File: src/rtl/cache_fill_fsm.sv
// Cache block fill controller: on a miss, issues BLOCK_WORDS pipelined word reads to main memory
// and streams the returned words into the data array, writing the tag with the final word.
module cache_fill_fsm #(
  parameter int unsigned BLOCK_WORDS = 8
) (
  input  logic                           clk,
  input  logic                           rst,
  input  logic                           miss_detected,
  input  logic [15:0]                    miss_address,
  input  logic                           memory_data_valid,
  input  logic [15:0]                    memory_data,
  output logic                           fsm_busy,
  output logic                           mem_req,
  output logic [15:0]                    memory_address,
  output logic                           write_data_array,
  output logic [$clog2(BLOCK_WORDS)-1:0] data_array_word,
  output logic [15:0]                    fill_data,
  output logic                           write_tag_array
);

  localparam int unsigned IdxW = $clog2(BLOCK_WORDS);
  localparam int unsigned CntW = IdxW + 1;
  localparam logic [CntW-1:0] BlockCnt = CntW'(BLOCK_WORDS);
  localparam logic [CntW-1:0] LastIdx  = CntW'(BLOCK_WORDS - 1);
  // Clears the word-offset bits plus the byte-within-word bit.
  localparam logic [15:0] BaseMask = ~((16'd1 << CntW) - 16'd1);

  typedef enum logic [0:0] {StIdle, StWait} state_e;

  state_e          state_q;
  logic [CntW-1:0] req_cnt_q;
  logic [CntW-1:0] rcv_cnt_q;
  logic [15:0]     base_q;

  logic miss_accept;
  logic req_fire;
  logic rcv_fire;
  logic rcv_last;

  always_comb begin
    miss_accept = (state_q == StIdle) && miss_detected;
    req_fire    = (state_q == StWait) && (req_cnt_q < BlockCnt);
    rcv_fire    = (state_q == StWait) && memory_data_valid && (rcv_cnt_q < BlockCnt);
    rcv_last    = rcv_fire && (rcv_cnt_q == LastIdx);
  end

  // Outputs are combinational so returned words pass straight through to the data array.
  always_comb begin
    fsm_busy         = miss_accept || (state_q == StWait);
    mem_req          = req_fire;
    memory_address   = req_fire ? (base_q + (16'(req_cnt_q) << 1)) : 16'h0000;
    write_data_array = rcv_fire;
    data_array_word  = rcv_fire ? rcv_cnt_q[IdxW-1:0] : '0;
    fill_data        = rcv_fire ? memory_data : 16'h0000;
    write_tag_array  = rcv_last;
  end

  always_ff @(posedge clk) begin
    if (rst) begin
      state_q   <= StIdle;
      req_cnt_q <= '0;
      rcv_cnt_q <= '0;
      base_q    <= 16'h0000;
    end else begin
      unique case (state_q)
        StIdle: begin
          if (miss_detected) begin
            base_q    <= miss_address & BaseMask;
            req_cnt_q <= '0;
            rcv_cnt_q <= '0;
            state_q   <= StWait;
          end
        end
        StWait: begin
          if (req_fire) req_cnt_q <= req_cnt_q + 1'b1;
          if (rcv_fire) rcv_cnt_q <= rcv_cnt_q + 1'b1;
          if (rcv_last) state_q <= StIdle;
        end
        default: state_q <= StIdle;
      endcase
    end
  end

endmodule

File: config.mk
export PLATFORM = sky130hd
export DESIGN_NAME = cache_fill_fsm
export DESIGN_NICKNAME = d
export VERILOG_FILES = /design/src/rtl/cache_fill_fsm.sv
export SDC_FILE = /design/constraint.sdc
export NUM_CORES = 1
export LEC_CHECK = 0
export CAP_MARGIN = 20
export CORE_MARGIN = 2
export CORE_UTILIZATION = 34
export DETAILED_ROUTE_END_ITERATION = 16
export PLACE_DENSITY_LB_ADDON = 0.2
export SLEW_MARGIN = 20
export SYNTH_ARGS = -nofsm -noshare
export SYNTH_HDL_FRONTEND = slang
export SYNTH_SLANG_ARGS = --single-unit
File: constraint.sdc
create_clock -name clk -period 1.7 [get_ports clk]
set_clock_uncertainty 0.1 [all_clocks]
set_input_delay 0.255 -clock clk [delete_from_list [all_inputs] [get_ports clk]]
set_output_delay 0.255 -clock clk [all_outputs]
set_load 0.01 [all_outputs]
**After elaboration in Yosys (flattened, before gate mapping)**

Cells that the tools add are included.

- Word-level logic and storage cells: 34
- Register bits after elaboration: 21
- Input bits: 36
- Output and inout port bits: 39

- Add/sub/neg operators: 3
- Reductions and logical operators: 9
- Equal/unequal tests: 4
- Multiplexer cells: 11
- Magnitude comparators: 2
- Bitwise gates (word level): 1

Operator list:

| cell | number |
|---|---|
| $mux W16 | 2 |
| $add A16 B5 Y16 | 1 |
| $pmux W4 S2 | 2 |
| $mux W4 | 3 |
| $add A4 B1 Y4 const B | 2 |
| $lt A4 B4 Y1 const B | 2 |
| $reduce_and A2 Y1 | 3 |
| $logic_and A1 B1 Y1 | 5 |
| $eq A4 B3 Y1 const B | 1 |
| $ne A2 B1 Y1 const B | 2 |
| $mux W3 | 1 |
| $mux W1 | 2 |
| $ne A2 B2 Y1 const B | 1 |
| $pmux W1 S2 | 1 |
| $logic_or A1 B1 Y1 | 1 |
| $not A1 Y1 | 1 |

**Logic depth before layout (Yosys ltp)**

- Depth in word-level cells: 5
- Depth in mapped cells: 5
- Depth with buffers taken out: 4

**Worst setup path before layout**

Ideal clock, no wire load.

- Path kind: register to output
- Start point: register req_cnt_q[3]
- End point: output memory_address[14]
- Stages on the path, launching flop included: 5
- Arrival: 1432 ps
- Buffers on the path: 0
- Data required time: 1345 ps
- Setup slack: -87 ps
- Cells stage by stage: dfxtp_1 ha_1 nand3_1 or4_1 a21oi_1

- Longest elaborated chain between the ends: 3
- Elaborated cells on any way between the ends: 4
- Classes of those cells: 1 x add/sub; 1 x order compare; 1 x mux; 1 x reduce/logical

RTL lines:

| item | RTL line | text |
|---|---|---|
| start, declared | 31 | `logic [CntW-1:0] req_cnt_q;` |
| start signal, assigned | 75 | `if (req_fire) req_cnt_q <= req_cnt_q + 1'b1;` |
| parallel branches: the longest is 2 deep, another holds $add A16 B5 Y16 | -- |  |
| $mux W16 * | 51 | `memory_address = req_fire ? (base_q + (16'(req_cnt_q) << 1)) : 16'h0000;` |
| end, declared | 14 | `output logic [15:0] memory_address,` |

Mark *: on every way between the ends.

**Worst setup path in the final report**

- Start point: register req_cnt_q[3]
- End point: output memory_address[12]

Same word-level chain as after synthesis.

==> impl_metrics.env <==
export IMPL_insertion_delay_ns=0.26
export IMPL_finalSetupViolations=10
export IMPL_initial_core_util=0.350
export IMPL_endpoint_kind="output pin"
export IMPL_synthesis_nets=212
export IMPL_violations="setup timing"
export IMPL_finalInstanceArea_sq_mm=0.00248
export IMPL_grt_pass1_vias=1558
export IMPL_grt_antenna_before_repair=0
export IMPL_synthFlopType="dfxtp_1"
export IMPL_required_ns=1.34
export IMPL_io_pins=75
export IMPL_post_drt_wl_per_cell_um=12.7
export IMPL_num_fill_cells=304
export IMPL_place_area_sq_mm=0.00227
export IMPL_endpoint="memory_address[12]"
export IMPL_gp_congestion=0.820
export IMPL_htreeDepth=1
export IMPL_clk_pin_slew_ns=0.08
export IMPL_die_height_um=65.1
export IMPL_ys_ff_latch=21
export IMPL_via_per_inst=4.92
export IMPL_finalCritPeriodShare=1.19
export IMPL_yosys_warnings=0
export IMPL_power_leakage_nw=1.07
export IMPL_drt_initial_drc_count=50
export IMPL_numPortBuffers=69
export IMPL_drive_above_1_share=0.477
export IMPL_overflow=0
export IMPL_reg2reg_to="base_q[9]$_SDFFE_PP0P_"
export IMPL_fp_row_count=22
export IMPL_regArea_sq_um=443
export IMPL_cts_buffers=3
export IMPL_grt_pass1_wl_um=6480
export IMPL_cts_tree="built"
export IMPL_routed_wl_um=4110
export IMPL_drv_slew=0
export IMPL_grt_max_degree=22
export IMPL_synth_cell_types=30
export IMPL_synth_seq_area_share=0.331
export IMPL_period_needed_ns=2.03
export IMPL_cts_sinks=21
export IMPL_fmax_mhz=493
export IMPL_root_buffer="clkbuf_8"
export IMPL_area_growth_pct=95.6
export IMPL_hold_viol=0
export IMPL_pre_cts_ws_ns=-0.505
export IMPL_rsz0062_at_grt="yes"
export IMPL_fin_ws_ns=-0.329
export IMPL_max_clock_path_buffers=2
export IMPL_ff2ff_setup_slack_ns=0.22
export IMPL_synth_cells=172
export IMPL_ant_nets=0
export IMPL_syn_avg_cell_area_sq_um=7.38
export IMPL_nets=318
export IMPL_final_cell_count_no_fill=325
export IMPL_synth_area_sq_mm=0.00127
export IMPL_firstDrtPassIters=4
export IMPL_drv_cap=0
export IMPL_placed_cells=315
export IMPL_crit_fanout=5
export IMPL_n_antenna_cell=0
export IMPL_dieArea_sq_mm=0.00424
export IMPL_holdBufCountCts=0
export IMPL_dp_hpwl_um=2810
export IMPL_drc=0
export IMPL_grt_usage=0.187
export IMPL_reg2reg_depth=7
export IMPL_whs_ns=0.395
export IMPL_core_area_sq_mm=0.00363
export IMPL_worstPathArrival_ns=1.67
export IMPL_start_kind="flip-flop"
export IMPL_r2r_start="state_q$_SDFF_PP0_"
export IMPL_ir_drop_mv=0.263
export IMPL_startpoint="req_cnt_q[3]$_SDFFE_PP0P_"
export IMPL_vias=1599
export IMPL_hold_class="reg -> reg"
export IMPL_power_density_mw_per_mm2=482
export IMPL_status="finished with violations"
export IMPL_ys_async_sr_fraction=0
export IMPL_die_w_um=65.1
export IMPL_worstSetupPathType="reg -> out"
export IMPL_multiInputGateArea_sq_um=950
export IMPL_synth_edf_count=0
## through the flow
stage,TNS (ns),total power [mW],utilization
after detailed placement,-14.29,0.852,0.626
after CTS,-1.98,1.18,0.654
after global routing,-2.61,1.25,0.684
after global placement,-13.89,0.849,0.626
after floorplan,0,0.662,-
final,-2.00,1.20,0.684
## logic make-up (layout without fill, tap and decap cells)
kind of cell | count (synthesis) | after routing | share of synthesized area
buffers and inverters | 15 | 120 | 0.0522
adders and majority gates | 4 | 4 | 0.0394
AOI/OAI and AO/OA | 36 | 36 | 0.153
and+or+nand+nor | 90 | 90 | 0.387
DFF | 21 | 21 | 0.331
xor gates and xnor gates | 5 | 5 | 0.0345
other | 1 | 1 | 0.00295
## cell usage in the layout, fill, tap and decap left out, drive strengths merged
| master | instances |
|---|---|
| o21ai | 5 |
| conb | 1 |
| dfxtp | 21 |
| a311oi | 1 |
| a211oi | 1 |
| nor2 | 5 |
| nor3 | 2 |
| nand4 | 6 |
| or4b | 1 |
| a21oi | 26 |
| or3 | 3 |
| xor2 | 3 |
| clkbuf | 4 |
| nand3 | 6 |
| and2 | 24 |
| buf | 80 |
| and3 | 1 |
| nand2b | 4 |
| xnor2 | 2 |
| o31ai | 3 |
| or4 | 3 |
| dlygate4sd2 | 3 |
| ha | 4 |
| clkdlybuf4s50 | 30 |
| and3b | 1 |
| nor2b | 1 |
| nand2 | 31 |
| inv | 3 |
| nand3b | 2 |
## where the power goes
| group | internal (mW) | total, mW | leakage [nW] | switching (mW) |
|---|---|---|---|---|
| Sequential | 0.514 | 0.542 | 0.177 | 0.0279 |
| Combinational | 0.192 | 0.329 | 0.869 | 0.137 |
| Clock | 0.167 | 0.326 | 0.0228 | 0.159 |
| Total | 0.873 | 1.20 | 1.07 | 0.324 |
## Yosys cell counts (3+ instances only)
| master | number | area share |
|---|---|---|
| dfxtp_1 | 21 | 0.33 |
| clkbuf_1 | 6 | 0.018 |
| inv_1 | 3 | 0.0089 |
| o21ai_0 | 5 | 0.020 |
| o31ai_1 | 3 | 0.018 |
| and2_1 | 24 | 0.12 |
| nand2_1 | 31 | 0.092 |
| ha_1 | 4 | 0.039 |
| nand3_1 | 6 | 0.024 |
| nand2b_1 | 4 | 0.020 |
| nor2_1 | 5 | 0.015 |
| a21oi_1 | 26 | 0.10 |
| xor2_1 | 3 | 0.021 |
| nand4_1 | 5 | 0.025 |
| buf_2 | 5 | 0.020 |
| or4_1 | 3 | 0.018 |
## repair_timing
action | CTS | global route
buffers inserted | 4 | 3
endpoints found under the setup margin | 38 | 31
pin swaps | 12 | 14
cloned | 1 | 0
resized for setup | 178 | 45
## worst max-delay path: stages (launching register included)
cell	delay, ns
dfxtp_4	0.38
ha_4	0.16
nand3_4	0.10
or4b_4	0.50
a21oi_2	0.14
buf_2	0.14
## state kept, by name (all words and copies together) (netlist names)
register,flops
req_cnt_q,4
rcv_cnt_q,4
base_q,12
state_q,1
## metal layers
layer | GRT usage | wire length, um
met5 | 0 | 0
met4 | 0.0365 | 40
met3 | 0.0377 | 295
met2 | 0.357 | 2170
met1 | 0.214 | 1610
## how the worst min path moves through the flow
stage | from | to | cells past startpoint
3_5_place_dp | base_q[11]$_SDFFE_PP0P_ | base_q[11]$_SDFFE_PP0P_ | 2
6_report | base_q[13]$_SDFFE_PP0P_ | base_q[13]$_SDFFE_PP0P_ | 2
4_1_cts | base_q[11]$_SDFFE_PP0P_ | base_q[11]$_SDFFE_PP0P_ | 2
5_1_grt | base_q[12]$_SDFFE_PP0P_ | base_q[12]$_SDFFE_PP0P_ | 2
3_3_place_gp | base_q[4]$_SDFFE_PP0P_ | base_q[4]$_SDFFE_PP0P_ | 2
2_1_floorplan | rst | rcv_cnt_q[2]$_SDFFE_PP0P_ | 1
## final cells by class
class | count | share of cell area
Clock buffer | 4 | 0.0181
Sequential cell | 21 | 0.178
Inverter | 3 | 0.00655
Tap cell | 48 | 0.0242
Timing Repair Buffer | 113 | 0.390
Multi-Input combinational cell | 136 | 0.382
(Power assumes the default switching activity.)
==> patch (config.mk and constraints unchanged) <==
`BLOCK_WORDS`: 8 -> 16.
--- a/src/rtl/cache_fill_fsm.sv
+++ b/src/rtl/cache_fill_fsm.sv
@@ -2,5 +2,5 @@
 // and streams the returned words into the data array, writing the tag with the final word.
 module cache_fill_fsm #(
-  parameter int unsigned BLOCK_WORDS = 8
+  parameter int unsigned BLOCK_WORDS = 16
 ) (
   input  logic                           clk,
Ports: changed (resized data_array_word); port bits go from 75 to 76. No check against the original RTL was run, so the function may have changed too.
==> patch against the unedited design <==
The run still ends with negative setup slack left. Utilization decreased by 1.2 points. Total power increased by 15%. Synthesized area decreased by 0.20%. Largest power group unchanged. First-iteration DRC count increased by 18%. Combinational power decreased by 2%. Die area decreased by 0.18%. Wire length decreased by 2.9%. Sequential cell count increased by 1. Sequential power increased by 2%. Worst setup slack improved by 63 ps. Cell area decreased by 1.7%.
==> patch: results (changes against the unedited design) <==
hold_path:
  holdPathStages: 2  # unchanged
  min-delay-start: "base_q[15]$_SDFFE_PP0P_"
  hold_path_end: "base_q[15]$_SDFFE_PP0P_"
synthesis:
  synth_area_leaders: "dfxtp_1 35%, and2_1 13%, nand2_1 8.0%"
  syn_nets: 210  # -0.94%
  synth_common_cells: "27 x and2_1, 27 x nand2_1, 22 x dfxtp_1"
  synth.avg_cell_area_um2: 7.50  # +1.6%
  yosysSeqAreaShare: 0.347  # +0.0164
  synth.distinct_cells: 30  # unchanged
worst_setup_path:
  crit_path_max_incr_delay_ps: 360  # -140 ps
  r2r_slack_ps: 130  # -90 ps
  regToRegStartpoint: "req_cnt_q[4]$_SDFFE_PP0P_"
  critPathArrivalTime_ps: 1610  # -60 ps
  crit_path_top_delay_cell: "dfxtp_2"
  rr_worst_depth: 8  # +1
  crit_path_max_fanout: 3  # -2
  reg2reg_to: "req_cnt_q[3]$_SDFFE_PP0P_"
sta:
  setup_viol: 9  # -1
  timing.final.ws_setup_ps: -266  # +63.3 ps
  whs_ps: 390  # -4.47 ps
  final.setup.tns_ps: -1550  # +445 ps
grt:
  grt_max_degree: 23  # +4.5%
  grt_pass1_vias: 1380  # -11%
  grtUsageTotal: 0.196  # +0.00970
  antenna_found_initial: 0  # unchanged
  grt_pass1_wl_mm: 6.51  # +0.42%
clock_network:
  clock-root-buffer: "clkbuf_8"
  cts_buffers: 3  # unchanged
  cts-htree-levels: 1  # unchanged
drt:
  first_iter_violations: 59  # +18%
  routed_wl_mm: 3.99  # -2.9%
  via_per_inst: 4.54  # -7.6%
  wire_per_inst_um: 12.6  # -0.81%
pwr:
  internal-power_mw: 1.04  # +20%
  max-vdd-ir-drop_mv: 0.325  # +23%
  leakagePower_nw: 1.08  # +1.4%
finish:
  finalNetCount: 312  # -1.9%
  top_regs: "base_q: 11 flops, rcv_cnt_q: 5 flops, req_cnt_q: 5 flops"
  fill_cells: 332  # +9.2%
  drive_above_1_share: 0.448  # -0.0284
run_status:
  violations: "negative setup slack"
  status: "finished, violations left"
placed_design:
  placed_cell_area_mm2: 0.00216  # -5.0%
  gp_congestion: 0.775  # -5.6%
  dp_hpwl_mm: 2.61  # -7.2%
  io_buffer_count: 69  # unchanged
  place_inst: 300  # -4.8%
  dp_slack_ps: -428  # +77.3 ps
run:
  cap_violations: 0  # unchanged
==> patch: cell count changes after synthesis, moves of 3 or more <==
cell / delta
o21ai_0: -4
a21oi_1: -9
xor2_1: +7
and4_1: +3
nor2_1: +13
nand2_1: -4
o31ai_1: -3
or4_1: -3
and2_1: +3
clkbuf_1: -3
==> patch: cell families (layout without fill, tap and decap cells) <==
logic type / after synthesis / in the layout / share of synthesized area
xor+xnor: 11 / 11 / 0.0760
other cells: 1 / 1 / 0.00296
fa+ha+maj: 5 / 5 / 0.0494
buf+inv: 13 / 114 / 0.0484
flops: 22 / 22 / 0.347
compound gates: 20 / 20 / 0.0819
simple gates: 97 / 97 / 0.394
==> patch: what timing repair did <==
| item | 4_1_cts | 5_1_grt |
|---|---|---|
| setup buffers | 10 | 4 |
| setup endpoints to repair | 39 | 37 |
| cloned | 3 | 0 |
| gates resized for setup | 186 | 35 |
| pin swaps | 15 | 20 |
| endpoints found under the hold margin | 0 | 0 |
==> patch: power by group through the flow <==
| stage | sequential (mW) | clock [mW] | combinational, mW |
|---|---|---|---|
| floorplan | 0.565 | 0 | 0.108 |
| global placement | 0.562 | 0 | 0.278 |
| detailed placement | 0.563 | 0 | 0.281 |
| CTS | 0.552 | 0.504 | 0.312 |
| global route | 0.557 | 0.533 | 0.353 |
| finish | 0.554 | 0.492 | 0.324 |
==> patch: worst max-delay path by stage <==
stage	slack, ps	endpoint	cells after the start	from
after floorplan	10	memory_address[13]	6	req_cnt_q[4]$_SDFFE_PP0P_
after global placement	-410	memory_address[13]	7	req_cnt_q[4]$_SDFFE_PP0P_
after detailed placement	-430	memory_address[13]	7	base_q[5]$_SDFFE_PP0P_
after CTS	-240	memory_address[13]	7	req_cnt_q[4]$_SDFFE_PP0P_
after global routing	-350	memory_address[15]	7	base_q[5]$_SDFFE_PP0P_
final	-270	memory_address[15]	7	base_q[5]$_SDFFE_PP0P_
==> patch: layer usage <==
metal | up-vias | global-route usage | share of wire
met5 | - | 0 | 0
met4 | 0 | 0.0547 | 0.013
met3 | 6 | 0.0295 | 0.042
met2 | 33 | 0.348 | 0.51
met1 | 653 | 0.246 | 0.44
li1 | 753 | - | -
==> patch: cell type report <==
class | count | area [µm²] | share of cell area
repair buffers | 106 | 937 | 0.384
clock buffers | 3 | 41.3 | 0.0169
flip-flops and latches | 22 | 450 | 0.185
multi-input cells | 134 | 901 | 0.369
well taps | 48 | 60.1 | 0.0246
repair inverters | 1 | 7.51 | 0.00308
clock inverters | 1 | 30.0 | 0.0123
inverters | 3 | 13.8 | 0.00564
==> patch: worst min-delay path, cell delays in order, from the launching register on <==
cell and delay [ps]:
dfxtp_1 330, nand2_1 60, a21oi_1 60
